### config.mk
export PLATFORM = sky130hd
export DESIGN_NAME = sprite_line_renderer
export DESIGN_NICKNAME = d
export VERILOG_FILES = /design/src/rtl/sprite_pkg.sv /design/src/rtl/sprite_line_select.sv /design/src/rtl/sprite_line_renderer.sv
export SDC_FILE = /design/constraint.sdc
export NUM_CORES = 1
export LEC_CHECK = 0
export ABC_AREA = 1
export ABC_CLOCK_PERIOD_IN_PS = 10800
export BUFFER_PORTS_ARGS = -buffer_cell sky130_fd_sc_hd__clkbuf_2
export CAP_MARGIN = 0
export CORE_MARGIN = 5
export CORE_UTILIZATION = 55
export DETAILED_ROUTE_END_ITERATION = 10
export MAX_ROUTING_LAYER = met4
export PLACE_DENSITY_LB_ADDON = 0.05
export SLEW_MARGIN = 5
export SYNTH_ARGS = -nofsm -noshare
export SYNTH_HDL_FRONTEND = slang
export SYNTH_SLANG_ARGS = --single-unit
### constraint.sdc
create_clock -name clk -period 10.8 [get_ports clk]
set_input_delay 1.62 -clock clk [delete_from_list [all_inputs] [get_ports clk]]
set_output_delay 1.62 -clock clk [all_outputs]
set_load 0.02 [all_outputs]
### src/rtl/sprite_pkg.sv
// Shared constants and state type for the sprite line renderer.
// Contents: VRAM line geometry, pixel width, draw-counter width and the
// renderer FSM state enum.
package sprite_pkg;

    localparam int unsigned SPRITE_LINE_W    = 128;
    localparam int unsigned PIXEL_W          = 8;
    localparam int unsigned SPRITE_W         = 16;
    localparam int unsigned VRAM_LINE_ADDR_W = 12;
    localparam int unsigned SPRITE_IDX_W     = 8;
    localparam int unsigned SPRITE_ROW_W     = 4;
    localparam int unsigned K_W              = $clog2(SPRITE_W);

    typedef enum logic [1:0] {
        IDLE,
        FETCH,
        LOAD,
        DRAW
    } sprite_render_state_t;

endpackage

### src/rtl/sprite_line_select.sv
// Combinational pixel picker for one 128-bit sprite line.
// Ports:
//   sprite_line  - 16 pixels, pixel p in bits [8p+7:8p]
//   k            - output slot 0..15
//   hflip        - mirror: slot k shows pixel 15-k
//   pixel_c      - selected 8-bit palette index
module sprite_line_select
    import sprite_pkg::*;
(
    input  logic [SPRITE_LINE_W-1:0] sprite_line,
    input  logic [K_W-1:0]           k,
    input  logic                     hflip,
    output logic [PIXEL_W-1:0]       pixel_c
);

    logic [K_W-1:0] idx_c;

    // Mirror the slot index, then pick the byte.
    always_comb begin
        idx_c   = hflip ? (K_W'(SPRITE_W - 1) - k) : k;
        pixel_c = sprite_line[idx_c*PIXEL_W +: PIXEL_W];
    end

endmodule

### src/rtl/sprite_line_renderer.sv
// Sprite line renderer: fetches one 16-pixel sprite line from VRAM and
// writes its non-transparent, on-screen pixels into the scanline buffer.
// Configuration macro: SPRITE_HFLIP_EN enables horizontal mirroring; when
// undefined, req_hflip is ignored and no mirror state is kept.
// Ports:
//   clk, reset       - clock, asynchronous active-high reset
//   req_*            - draw request (valid/ready, sprite, row, x, hflip)
//   vram_read_addr   - registered {sprite,row} VRAM line address
//   vram_read_data   - VRAM line, valid one cycle after the address
//   lb_write_*       - registered line buffer write port
//   busy             - high whenever not idle
module sprite_line_renderer
    import sprite_pkg::*;
#(
    parameter int unsigned LINE_WIDTH = 320,
    parameter int unsigned X_WIDTH    = 9
) (
    input  logic                        clk,
    input  logic                        reset,
    input  logic                        req_valid,
    output logic                        req_ready,
    input  logic [SPRITE_IDX_W-1:0]     req_sprite,
    input  logic [SPRITE_ROW_W-1:0]     req_row,
    input  logic [X_WIDTH-1:0]          req_x,
    input  logic                        req_hflip,
    output logic [VRAM_LINE_ADDR_W-1:0] vram_read_addr,
    input  logic [SPRITE_LINE_W-1:0]    vram_read_data,
    output logic                        lb_write_enable,
    output logic [X_WIDTH-1:0]          lb_write_addr,
    output logic [PIXEL_W-1:0]          lb_write_data,
    output logic                        busy
);

    sprite_render_state_t     state;
    logic [K_W-1:0]           k;
    logic [X_WIDTH-1:0]       x_q;
    logic [SPRITE_LINE_W-1:0] line_q;
    logic                     hflip_eff;

`ifdef SPRITE_HFLIP_EN
    logic hflip_q;
    assign hflip_eff = hflip_q;
`else
    logic unused_hflip;
    assign unused_hflip = req_hflip;
    assign hflip_eff    = 1'b0;
`endif

    logic [SPRITE_LINE_W-1:0] sel_line_c;
    logic [K_W-1:0]           next_k_c;
    logic [PIXEL_W-1:0]       next_pix_c;
    logic [X_WIDTH:0]         next_pos_c;
    logic                     next_en_c;

    // Look-ahead to the pixel shown next cycle; in LOAD the line comes
    // straight from VRAM so slot 0 is registered without an extra cycle.
    always_comb begin
        sel_line_c = line_q;
        next_k_c   = k + K_W'(1);
        if (state == LOAD) begin
            sel_line_c = vram_read_data;
            next_k_c   = '0;
        end
        // One extra bit so positions past the line end never wrap back.
        next_pos_c = (X_WIDTH+1)'(x_q) + (X_WIDTH+1)'(next_k_c);
        next_en_c  = (next_pix_c != '0) &&
                     (next_pos_c < (X_WIDTH+1)'(LINE_WIDTH));
    end

    sprite_line_select u_select (
        .sprite_line (sel_line_c),
        .k           (next_k_c),
        .hflip       (hflip_eff),
        .pixel_c     (next_pix_c)
    );

    // Renderer FSM with registered outputs.
    always_ff @(posedge clk or posedge reset) begin
        if (reset) begin
            state           <= IDLE;
            k               <= '0;
            x_q             <= '0;
            line_q          <= '0;
`ifdef SPRITE_HFLIP_EN
            hflip_q         <= 1'b0;
`endif
            vram_read_addr  <= '0;
            req_ready       <= 1'b0;
            busy            <= 1'b0;
            lb_write_enable <= 1'b0;
            lb_write_addr   <= '0;
            lb_write_data   <= '0;
        end else begin
            lb_write_enable <= 1'b0;
            case (state)
                IDLE: begin
                    req_ready <= 1'b1;
                    if (req_valid && req_ready) begin
                        x_q            <= req_x;
`ifdef SPRITE_HFLIP_EN
                        hflip_q        <= req_hflip;
`endif
                        vram_read_addr <= {req_sprite, req_row};
                        req_ready      <= 1'b0;
                        busy           <= 1'b1;
                        state          <= FETCH;
                    end
                end
                FETCH: begin
                    state <= LOAD;
                end
                LOAD: begin
                    line_q          <= vram_read_data;
                    k               <= '0;
                    lb_write_enable <= next_en_c;
                    lb_write_addr   <= next_pos_c[X_WIDTH-1:0];
                    lb_write_data   <= next_pix_c;
                    state           <= DRAW;
                end
                DRAW: begin
                    if (k == K_W'(SPRITE_W - 1)) begin
                        req_ready <= 1'b1;
                        busy      <= 1'b0;
                        state     <= IDLE;
                    end else begin
                        k               <= next_k_c;
                        lb_write_enable <= next_en_c;
                        lb_write_addr   <= next_pos_c[X_WIDTH-1:0];
                        lb_write_data   <= next_pix_c;
                    end
                end
                default: state <= IDLE;
            endcase
        end
    end

endmodule

==> flow_summary.json <==
{
  "required_ps": 11130,
  "vias": 7272,
  "drt_iter0_drc": 732,
  "cts_setup_buffers": 0,
  "cts_sinks": 175,
  "grt_max_degree": 110,
  "area_growth_pct": 19.0,
  "worst_pin_slew_ps": 1080,
  "rsz0062_at_grt": "false",
  "path_class": "flip-flop to flip-flop",
  "synth.distinct_cells": 25,
  "clk_pin_slew_ps": 70,
  "layout-drive-gt1-share_pct": 20.7,
  "drt-total-wl_um": 23200,
  "ios": 185,
  "synth_edf_count": 0,
  "clock_path_buffers": 2,
  "ant_nets": 0,
  "crit_path_start_kind": "flip-flop",
  "placed_cell_area_um2": 9240,
  "setup_viol": 0,
  "synth-main-ff-cell": "dfrtp_1",
  "initial_utilization_pct": 56.4,
  "clkLatencyLatePin_ps": 440,
  "yosys_warnings": 0,
  "dieArea_um2": 17600,
  "synth_top_cell_area_share_pct": 53.1,
  "finalPower_uw": 3490,
  "fmax_ghz": 0.250,
  "critPathTopFamily": "simple AND/OR/NAND/NOR gates",
  "synth_common_cells": "nand2_1, dfrtp_1, nand3_1",
  "cp_num_cells": 17,
  "final_nets": 1354,
  "fillCellCount": 1281,
  "viasPerCell": 5.22,
  "synthCells": 1037,
  "firstDrtPassIters": 5,
  "critical_path.slowest_cell": "ha_4",
  "htree_levels": 4,
  "port_buffers": 183,
  "wire_per_inst_um": 16.6,
  "path_cells": "inv_1 -> ha_4 -> inv_2 -> nand2_1 -> inv_2 -> ha_1 -> nand3_1 -> nand2_1 -> inv_1 -> o21ai_1 -> nand2_1 -> nand2_1 -> nand2_1 -> nand3_1 -> nand2_1 -> nand2_1 -> nor2_1",
  "synthTopCellsByArea": "dfrtp_1, nand2_1, nand3_1, o21ai_0, a21oi_1",
  "ys_async_sr_fraction_pct": 100,
  "cts_inserted_buffers": 17,
  "crit_buf_inv": 4,
  "core_um2": 14600,
  "yosysTopAreaCell": "dfrtp_1",
  "leakage_uw": 0.00525,
  "reg2reg_depth": 17,
  "critPathMaxStageDelay_ps": 840,
  "die_h_um": 132,
  "slew-limit-headroom_pct": 27.5,
  "finalSetupTns_ps": 0,
  "min_path_type": "flip-flop to flip-flop",
  "grt-ovfl-total": 0,
  "ir_worst_vdd_v": 0.000230,
  "antenna_found_initial": 3,
  "yosys_register_bits": 175,
  "syn_area_um2": 8250,
  "holdPathStages": 2,
  "drc": 0,
  "row_count": 44,
  "postLayoutCellArea_um2": 9820,
  "cp_max_fo": 105,
  "die_w_um": 132,
  "power.density_nw_per_um2": 355,
  "grt_pass1_vias": 7111,
  "grt_pass1_wl_um": 36700,
  "slew_viol_final": 0,
  "crit_arrival_ps": 4340,
  "dp_hpwl_um": 15600,
  "yosysSeqAreaShare_pct": 53.1,
  "synth_nets": 1199,
  "track_usage_pct": 27.2,
  "whs_ps": 464,
  "cts-resized-gates": 0,
  "drv_cap": 0,
  "cts_tree": "yes",
  "cp-end-kind": "flip-flop",
  "yosysMostFrequentCell": "nand2_1",
  "period_minus_slack_ps": 4010,
  "crit_top_cell": "nand2_1",
  "fin_skew_ps": 9.72,
  "status": "completed",
  "post-route-period-util_pct": 37.1,
  "postSynthAreaPerCell_um2": 7.96,
  "cts_hold_buffers": 0,
  "finalHoldViolCount": 0,
  "cts_root_buffer": "clkbuf_16",
  "place_congestion": 0.856
}
layout by cell type, fill, tap and decap left out, drive strengths merged, types with 2 or more instances in the layout:
cell	Yosys	final
a21oi	70	70
a22oi	2	2
a31oi	10	10
buf	26	7
clkbuf	28	203
clkinv	0	5
clkinvlp	0	5
dfrtp	175	175
diode	0	4
ha	9	9
inv	86	87
mux2	16	16
nand2	375	375
nand3	111	111
nand4	2	2
nor2	37	37
o21ai	83	83
xnor2	3	3
layout make-up:
cell class / instances / area (um2) / share of cell area [%]
Inverter: 86 / 328 / 3.34
Multi-Input combinational cell: 722 / 3330 / 34.0
Tap cell: 184 / 230 / 2.34
Timing Repair Buffer: 190 / 968 / 9.86
Clock buffer: 20 / 457 / 4.65
Antenna cell: 4 / 10.0 / 0.102
Sequential cell: 175 / 4380 / 44.6
Clock inverter: 12 / 113 / 1.15
cell families after synthesis:
kind of cell | count (synthesis) | synth area share (%)
compound gates | 166 | 10.3
xor+xnor | 4 | 0.425
fa+ha+maj | 9 | 1.36
buf+inv | 140 | 6.81
flops | 175 | 53.1
mux | 16 | 2.18
simple gates | 527 | 25.8
where the power goes:
group / leakage, uW / internal [uW] / switching (uW)
sequential: 0.00213 / 984 / 121
clock: 0.000265 / 330 / 264
combinational: 0.00286 / 560 / 1230
final timing paths:
path                                      start                         to  slack [ps]
setup / recovery           state[0]$_DFFE_PP0P_  lb_write_enable$_DFF_PP0_        6790
hold / removal              line_q[2]$_DFF_PP0_        line_q[2]$_DFF_PP0_         460
setup reg to reg           state[0]$_DFFE_PP0P_  lb_write_enable$_DFF_PP0_        6790
hold reg to reg             line_q[2]$_DFF_PP0_        line_q[2]$_DFF_PP0_         460
max in group asynchronous                 reset       line_q[48]$_DFF_PP0_        7930
min in group asynchronous                 reset       line_q[67]$_DFF_PP0_        1410
flip-flops by register name (all words and copies together), names as in the netlist:
register / count
busy: 1
req_ready: 1
state: 2
lb_write_addr: 9
x_q: 9
vram_read_addr: 12
lb_write_enable: 1
k: 4
lb_write_data: 8
line_q: 128
stage by stage:
step                      utilization [%]  cells  setup slack [ps]
after floorplan                         -   1037              4430
after global placement               63.1   1357              6910
after detailed placement             63.1   1357              6850
after CTS                            67.0   1389              6820
after global routing                 67.0   1392              6500
final                                67.1   1393              6790
worst min-delay path, delay by kind of cell (launching register included):
family	cells	cell delay, ps
DFF	1	320
and+or+nand+nor	2	110
layer usage:
layer / part of all wire (%) / up-vias / global-route usage, %
li1: - / 3637 / -
met1: 46 / 3343 / 38.2
met2: 44 / 261 / 39.0
met3: 7.9 / 31 / 7.21
met4: 1.9 / 0 / 8.37
met5: 0 / - / -
Note: power is estimated with default switching activity, not from simulation.
